### config.mk
export PLATFORM = sky130hd
export DESIGN_NAME = imm_gen_stage_flat
export DESIGN_NICKNAME = d
export VERILOG_FILES = /design/src/rtl/imm_gen_stage_pkg.sv /design/src/rtl/imm_gen_stage_if.sv /design/src/rtl/imm_gen_stage_decode.sv /design/src/rtl/imm_gen_stage.sv /design/src/flat_wrapper.sv
export SDC_FILE = /design/constraint.sdc
export NUM_CORES = 1
export LEC_CHECK = 0
export BUFFER_PORTS_ARGS = -buffer_cell sky130_fd_sc_hd__buf_2
export CAP_MARGIN = 20
export CORE_ASPECT_RATIO = 0.9
export CORE_MARGIN = 3
export CORE_UTILIZATION = 32
export CTS_CLUSTER_DIAMETER = 40
export DETAILED_ROUTE_END_ITERATION = 12
export GPL_TIMING_DRIVEN = 0
export PLACE_DENSITY = 0.6
export SLEW_MARGIN = 20
export SYNTH_ARGS = -nofsm -noshare
export SYNTH_HDL_FRONTEND = slang
export SYNTH_SLANG_ARGS = --single-unit
### constraint.sdc
create_clock -name clk -period 1.8 [get_ports clk]
set_clock_uncertainty 0.2 [all_clocks]
set_input_delay 0.09 -clock clk [delete_from_list [all_inputs] [get_ports clk]]
set_output_delay 0.09 -clock clk [all_outputs]
set_load 0.1 [all_outputs]
### src/rtl/imm_gen_stage_pkg.sv
// -----------------------------------------------------------------------------
// imm_pkg
// Shared definitions for the immediate-generation stage:
//   - imm_src_t     : immediate format select carried on ImmSrc
//   - OPC_*         : RV base-ISA major opcodes that feed each immediate format
//   - XLEN_DEFAULT  : default datapath width (legal widths are 32 and 64)
// Optional build macro used by the decoder: IMM_ZICSR_EN (enables ZIMM).
// -----------------------------------------------------------------------------
package imm_pkg;

   localparam int XLEN_DEFAULT = 32;

   // Immediate format select, encoded exactly as presented on ImmSrc
   typedef enum logic [2:0] {
      IMM_I     = 3'b000,
      IMM_S     = 3'b001,
      IMM_B     = 3'b010,
      IMM_U     = 3'b011,
      IMM_J     = 3'b100,
      IMM_SHAMT = 3'b101,
      IMM_ZIMM  = 3'b110,
      IMM_RSVD  = 3'b111
   } imm_src_t;

   // Base-ISA major opcodes, kept here so the control decoder and this stage
   // agree on which instruction classes select which immediate format
   localparam logic [6:0] OPC_LOAD   = 7'b0000011;
   localparam logic [6:0] OPC_OP_IMM = 7'b0010011;
   localparam logic [6:0] OPC_AUIPC  = 7'b0010111;
   localparam logic [6:0] OPC_STORE  = 7'b0100011;
   localparam logic [6:0] OPC_LUI    = 7'b0110111;
   localparam logic [6:0] OPC_BRANCH = 7'b1100011;
   localparam logic [6:0] OPC_JALR   = 7'b1100111;
   localparam logic [6:0] OPC_JAL    = 7'b1101111;
   localparam logic [6:0] OPC_SYSTEM = 7'b1110011;

endpackage

### src/rtl/imm_gen_stage_if.sv
// -----------------------------------------------------------------------------
// imm_gen_stage_if
// Upstream/downstream handshake bundle of the immediate-generation stage.
//   Upstream  : InValid, InReady, Instr[31:0], ImmSrc[2:0], InTag, Flush
//   Downstream: OutValid, OutReady, ImmExt[XLEN-1:0], OutTag, ImmIllegal
// master : the side that presents instructions and consumes immediates
// slave  : the stage itself
// -----------------------------------------------------------------------------
interface imm_gen_stage_if
   import imm_pkg::*;
#(
   parameter int XLEN  = XLEN_DEFAULT,
   parameter int TAG_W = 32
);

   logic              InValid;
   logic              InReady;
   logic [31:0]       Instr;
   logic [2:0]        ImmSrc;
   logic [TAG_W-1:0]  InTag;
   logic              Flush;
   logic              OutValid;
   logic              OutReady;
   logic [XLEN-1:0]   ImmExt;
   logic [TAG_W-1:0]  OutTag;
   logic              ImmIllegal;

   modport master (
      output InValid, Instr, ImmSrc, InTag, Flush, OutReady,
      input  InReady, OutValid, ImmExt, OutTag, ImmIllegal
   );

   modport slave (
      input  InValid, Instr, ImmSrc, InTag, Flush, OutReady,
      output InReady, OutValid, ImmExt, OutTag, ImmIllegal
   );

endinterface

### src/rtl/imm_gen_stage_decode.sv
// -----------------------------------------------------------------------------
// imm_decode
// Pure combinational immediate extraction from a raw RV instruction word.
//   instr_i      : raw instruction word
//   immSrc_i     : format select (I, S, B, U, J, SHAMT, ZIMM, reserved)
//   immExt_o     : extended immediate, XLEN bits
//   immIllegal_o : the selected format is not supported in this build
// Build macro: IMM_ZICSR_EN enables the ZIMM (CSR immediate) format; without
// it ZIMM is handled like the reserved encoding.
// -----------------------------------------------------------------------------
module imm_decode
   import imm_pkg::*;
#(
   parameter int XLEN = XLEN_DEFAULT
)
(
   input  logic [31:0]     instr_i,
   input  imm_src_t        immSrc_i,
   output logic [XLEN-1:0] immExt_o,
   output logic            immIllegal_o
);

   // Signed intermediates so a size cast to XLEN sign-extends from bit 31
   logic signed [11:0] immI;
   logic signed [11:0] immS;
   logic signed [12:0] immB;
   logic signed [31:0] immU;
   logic signed [20:0] immJ;

   assign immI = instr_i[31:20];
   assign immS = {instr_i[31:25], instr_i[11:7]};
   assign immB = {instr_i[31], instr_i[7], instr_i[30:25], instr_i[11:8], 1'b0};
   assign immU = {instr_i[31:12], 12'b0};
   assign immJ = {instr_i[31], instr_i[19:12], instr_i[20], instr_i[30:21], 1'b0};

   // The opcode field never contributes to an immediate; the format is chosen
   // upstream and arrives on immSrc_i
   logic unusedOpcode;
   assign unusedOpcode = ^instr_i[6:0];

   // Format mux; anything unsupported reads as zero with the illegal flag set
   always_comb begin
      immExt_o     = '0;
      immIllegal_o = 1'b0;
      case (immSrc_i)
         IMM_I:     immExt_o = XLEN'(immI);
         IMM_S:     immExt_o = XLEN'(immS);
         IMM_B:     immExt_o = XLEN'(immB);
         IMM_U:     immExt_o = XLEN'(immU);
         IMM_J:     immExt_o = XLEN'(immJ);
         IMM_SHAMT: immExt_o = (XLEN == 64) ? XLEN'(instr_i[25:20]) : XLEN'(instr_i[24:20]);
`ifdef IMM_ZICSR_EN
         IMM_ZIMM:  immExt_o = XLEN'(instr_i[19:15]);
`else
         IMM_ZIMM: begin
            immExt_o     = '0;
            immIllegal_o = 1'b1;
         end
`endif
         default: begin
            immExt_o     = '0;
            immIllegal_o = 1'b1;
         end
      endcase
   end

endmodule

### src/rtl/imm_gen_stage.sv
// -----------------------------------------------------------------------------
// imm_gen_stage
// Decodes the immediate of each incoming instruction and passes it downstream
// through a two-entry skid buffer (main register drives the outputs, skid
// register absorbs the one entry accepted while downstream stalls).
//   clk   : clock, rising edge
//   rst_n : asynchronous active-low reset
//   bus   : imm_gen_stage_if.slave (InValid/InReady/Instr/ImmSrc/InTag/Flush
//           in, OutValid/OutReady/ImmExt/OutTag/ImmIllegal out)
// Build macro: IMM_ZICSR_EN (forwarded to imm_decode, enables ZIMM).
// -----------------------------------------------------------------------------
module imm_gen_stage
   import imm_pkg::*;
#(
   parameter int XLEN  = XLEN_DEFAULT,
   parameter int TAG_W = 32
)
(
   input logic           clk,
   input logic           rst_n,
   imm_gen_stage_if.slave bus
);

   localparam int ENTRY_W = XLEN + 1 + TAG_W;

   logic [XLEN-1:0]    decImm;
   logic               decIllegal;
   logic [ENTRY_W-1:0] inEntry;

   // Decode ahead of buffering so each stored entry is already final
   imm_decode #(.XLEN(XLEN)) uDecode (
      .instr_i      (bus.Instr),
      .immSrc_i     (imm_src_t'(bus.ImmSrc)),
      .immExt_o     (decImm),
      .immIllegal_o (decIllegal)
   );

   assign inEntry = {decImm, decIllegal, bus.InTag};

   logic               mainValid_q, mainValid_d;
   logic               skidValid_q, skidValid_d;
   logic [ENTRY_W-1:0] mainData_q, mainData_d;
   logic [ENTRY_W-1:0] skidData_q, skidData_d;
   logic               inReady_q;
   logic               accept;
   logic               drain;

   assign accept = bus.InValid & inReady_q;
   assign drain  = mainValid_q & bus.OutReady;

   // Next-state of the two entries. Flush wins over everything. When main is
   // free (empty or draining) it refills from skid first to keep ordering,
   // otherwise from the input; a stalled main sends the new entry to skid.
   // Data registers only change when loaded, so stalled outputs hold steady.
   always_comb begin
      mainValid_d = mainValid_q;
      skidValid_d = skidValid_q;
      mainData_d  = mainData_q;
      skidData_d  = skidData_q;
      if (bus.Flush) begin
         mainValid_d = 1'b0;
         skidValid_d = 1'b0;
      end else if (!mainValid_q || drain) begin
         if (skidValid_q) begin
            mainValid_d = 1'b1;
            mainData_d  = skidData_q;
            skidValid_d = accept;
            if (accept) begin
               skidData_d = inEntry;
            end
         end else begin
            mainValid_d = accept;
            if (accept) begin
               mainData_d = inEntry;
            end
         end
      end else if (accept) begin
         skidValid_d = 1'b1;
         skidData_d  = inEntry;
      end
   end

   // State registers; InReady is the registered inverse of the next skid
   // state, so it sits at 0 in reset and rises on the first edge after it
   always_ff @(posedge clk or negedge rst_n) begin
      if (!rst_n) begin
         mainValid_q <= 1'b0;
         skidValid_q <= 1'b0;
         mainData_q  <= '0;
         skidData_q  <= '0;
         inReady_q   <= 1'b0;
      end else begin
         mainValid_q <= mainValid_d;
         skidValid_q <= skidValid_d;
         mainData_q  <= mainData_d;
         skidData_q  <= skidData_d;
         inReady_q   <= !skidValid_d;
      end
   end

   assign bus.InReady  = inReady_q;
   assign bus.OutValid = mainValid_q;
   assign {bus.ImmExt, bus.ImmIllegal, bus.OutTag} = mainData_q;

endmodule

### src/flat_wrapper.sv
// flat-port wrapper written by rule: the top's interface ports become plain ports
module imm_gen_stage_flat import imm_pkg::*;
#(
   parameter int XLEN  = XLEN_DEFAULT,
   parameter int TAG_W = 32
)
  (clk, rst_n, bus_InValid, bus_Instr, bus_ImmSrc, bus_InTag, bus_Flush, bus_OutReady, bus_InReady, bus_OutValid, bus_ImmExt, bus_OutTag, bus_ImmIllegal);
  imm_gen_stage_if #(.XLEN(XLEN), .TAG_W(TAG_W)) bus_i ();
  input logic clk;
  input logic rst_n;
  input wire logic [$bits(bus_i.InValid)-1:0] bus_InValid;
  input wire logic [$bits(bus_i.Instr)-1:0] bus_Instr;
  input wire logic [$bits(bus_i.ImmSrc)-1:0] bus_ImmSrc;
  input wire logic [$bits(bus_i.InTag)-1:0] bus_InTag;
  input wire logic [$bits(bus_i.Flush)-1:0] bus_Flush;
  input wire logic [$bits(bus_i.OutReady)-1:0] bus_OutReady;
  output wire logic [$bits(bus_i.InReady)-1:0] bus_InReady;
  output wire logic [$bits(bus_i.OutValid)-1:0] bus_OutValid;
  output wire logic [$bits(bus_i.ImmExt)-1:0] bus_ImmExt;
  output wire logic [$bits(bus_i.OutTag)-1:0] bus_OutTag;
  output wire logic [$bits(bus_i.ImmIllegal)-1:0] bus_ImmIllegal;
  assign bus_i.InValid = bus_InValid;
  assign bus_i.Instr = bus_Instr;
  assign bus_i.ImmSrc = bus_ImmSrc;
  assign bus_i.InTag = bus_InTag;
  assign bus_i.Flush = bus_Flush;
  assign bus_i.OutReady = bus_OutReady;
  assign bus_InReady = bus_i.InReady;
  assign bus_OutValid = bus_i.OutValid;
  assign bus_ImmExt = bus_i.ImmExt;
  assign bus_OutTag = bus_i.OutTag;
  assign bus_ImmIllegal = bus_i.ImmIllegal;
  imm_gen_stage #(.XLEN(XLEN), .TAG_W(TAG_W)) u_core (.clk(clk), .rst_n(rst_n), .bus(bus_i));
endmodule
==> out/qor.csv <==
metric,value,unit
status,"complete, but fails checks",
violations,"hold timing, setup timing",
cts_max_level,4,
grt_first_pass_wirelength,27.3,mm
clkTransAtPathRegs,0.06,ns
yosys.area.top_type,dfrtp_1,
slowest_delay,0.49,ns
die_x,151,um
firstDrtPassIters,4,
multiInputGateArea,2510,um2
ys_ff_latch,133,
avgSynthCellArea,10.7,um2
met1_usage,0.238,
fill_cells,1734,
grt_max_degree,85,
ys.flop_type,dfrtp_1,
hold_viol,1,
drc,0,
p_leak,4.04,nW
start_util,0.327,
power_density,1330,nW/um2
crit_chain,nor2b_4 -> or3_4 -> buf_12 -> buf_6 -> nand2_1 -> o211ai_1,
wirelength,18.0,mm
critical-path-slowest-cell,dfrtp_4,
intPower,6.95,mW
gr-usage-met3,0.0413,
swShare,0.392,
root_buffer,clkbuf_16,
hold_class,in2reg,
maxCapViolations,0,
critical_path.top_delay_family,simple AND/OR/NAND/NOR gates,
rsz0062_at_grt,yes,
die_area,20600,um2
setup_tns,-0.485,ns
crit_required,1.88,ns
final_nets,853,
netSwitchingPower,4.49,mW
synth_top_area_frac,0.551,
port_buffers,129,
row_count,47,
drive_gt1_frac,0.324,
synth-xor-area-share,0,
grt-ovfl-total,0,
setup_ws,-0.0378,ns
syn_to_final_growth,42.5,%
worstMarginPinSlew,0.523,ns
die_h,136,um
synthMuxAreaShare,0.133,
synth_seq_area_share,0.551,
dp_hpwl,11.7,mm
synthSimpleGateAreaFrac,0.121,
synth_compound_area_frac,0.149,
core,18500,um2
ys_warn_count,0,
start_kind,flip-flop,
routedWlPerCell,17.3,um
ant_nets,0,
grt_pass1_vias,5163,
fin_crit_sh,1.02,
critPathKind,reg2reg,
cts_tree,built,
gp_congestion,0.822,
finalPower,11.4,mW
synth_top_family_by_area,compound AO/OA/AOI/OAI gates,
clock_path_buffers,2,
irDropWorstVdd,742,uV
drt_first_iter_violations,202,
clock.fmax,544,MHz
clock-sinks,133,
busiest_layer,met2,
synthTopCellsByCount,"dfrtp_1 (133), nand2_1 (90), o21ai_0 (35), a21oi_1 (34), mux2i_1 (32)",
io_pins,139,
synth_edf_count,0,
diodes,0,
worst_ep_arrival_time,1.92,ns
p_clk_frac,0.316,
synth_fa_ha_area_frac,0.00186,
clk_latency,0.42,ns
ys_top_cells_by_area,"dfrtp_1 (55%), mux2_4 (7.5%), nand2_1 (5.6%), mux2i_1 (5.3%), o211ai_1 (3.0%)",
crit_buf_inv,2,
gr-usage-all-layers,0.173,
synth_cell_type_count,38,
seqPwrFrac,0.351,
synthCells,562,
regArea,3340,um2
setup_viol,40,
drv_slew,0,
syn_area,6040,um2
avgViaCountPerCell,4.83,
hold_ws,-0.00587,ns
synthArstFlopShare,1.00,
vias,5005,
yosysMostFrequentCell,dfrtp_1,
numCtsBuffers,17,
crit_path_max_fanout,10,
relSlewSlack,0.649,
syn_nets,634,
combPwrFrac,0.333,
globalRouteMet2Util,0.276,
antenna_found_initial,0,
end_kind,flip-flop,
fin_util,0.466,
finalCriticalPeriod,1.84,ns
## worst reg2reg max path: cells and delay by family, from the launching register on
family	cells	cell delay (ns)
compound gates	1	0.10
flops	1	0.49
simple gates	3	0.61
buf+inv	2	0.30
## placed cells by master, fill, tap and decap left out, drive strengths merged, types with 3 or more instances in the layout
cell         synthesis  routed
buf                 29     164
dfrtp              133     133
nand2               90      90
dlygate4sd3          0      63
o21ai               61      61
clkbuf              16      40
a21oi               34      34
mux2                33      33
mux2i               32      32
nand3               25      25
o211ai              24      24
nor2                16      16
a31oi                9       9
nand2b               9       9
nor3b                9       9
inv                  9       9
o311a                8       8
a22o                 6       6
nor2b                5       5
o21a                 3       3
bufinv               0       3
clkinv               0       3
## per-stage QoR
step / hold WS (ns) / setup WS, ns / cell area [um2] / instances
after floorplan: -0.406 / -0.106 / 6140 / 562
after global placement: 0.121 / -1.95 / 7090 / 936
after detailed placement: -0.167 / -0.330 / 7130 / 937
after CTS: 0.0183 / -0.0353 / 8460 / 1033
after global routing: 0.0578 / -0.104 / 8610 / 1037
final: -0.00587 / -0.0378 / 8610 / 1037
## flip-flops by register name, indices dropped and copies added, names as in the netlist
signal / flops
u_core.bus.OutValid: 1
u_core.skidValid_q: 1
u_core.mainData_q: 65
u_core.skidData_q: 65
u_core.bus.InReady: 1
## power by group through the flow
| stage | clock network (mW) | registers (mW) | logic, mW |
|---|---|---|---|
| 2_1_floorplan | 0 | 5.96 | 0.963 |
| 3_3_place_gp | 0 | 4.02 | 3.62 |
| 3_5_place_dp | 0 | 4.05 | 3.65 |
| 4_1_cts | 3.67 | 4.01 | 3.79 |
| 5_1_grt | 3.78 | 4.09 | 4.01 |
| 6_report | 3.62 | 4.01 | 3.81 |
## final timing paths
kind	from	to	slack [ns]	cells past startpoint
worst min register to register	u_core.mainData_q[19]$_DFFE_PN0P_	u_core.mainData_q[19]$_DFFE_PN0P_	0.27	2
worst min-delay path	bus_OutReady	u_core.skidValid_q$_DFF_PN0_	-0.006	4
worst max-delay path	u_core.bus.OutValid$_DFFE_PN0P_	u_core.mainData_q[50]$_DFFE_PN0P_	-0.04	6
max in group asynchronous	rst_n	u_core.mainData_q[37]$_DFFE_PN0P_	0.24	4
min in group asynchronous	rst_n	u_core.mainData_q[20]$_DFFE_PN0P_	0.54	3
worst max register to register	u_core.bus.OutValid$_DFFE_PN0P_	u_core.mainData_q[50]$_DFFE_PN0P_	-0.04	6
## cell families after synthesis
family,after synthesis
AOI/OAI and AO/OA,149
adders and majority gates,1
buffers and inverters,54
DFF,133
muxes,65
and+or+nand+nor,160
## cell type report
cell class,count,share of cell area
clock buffers,22,0.0563
flip-flops and latches,133,0.388
well taps,245,0.0356
plain buffers,45,0.0439
multi-input cells,375,0.292
repair buffers,200,0.167
clock inverters,8,0.0144
inverters,9,0.00393
## timing repair
item                                   4_1_cts  5_1_grt
pin swaps                                    0        1
resized for setup                           23       20
endpoints found under the hold margin      261        1
cloned                                       1        4
setup endpoints to repair                   83      163
hold buffers                                63        1
buffers inserted                             2        0
## routing by layer
layer	share of wire	vias up
met5	0	-
met4	0.0065	0
met3	0.065	10
met2	0.46	162
met1	0.47	2419
li1	-	2414
(Power assumes the default switching activity.)
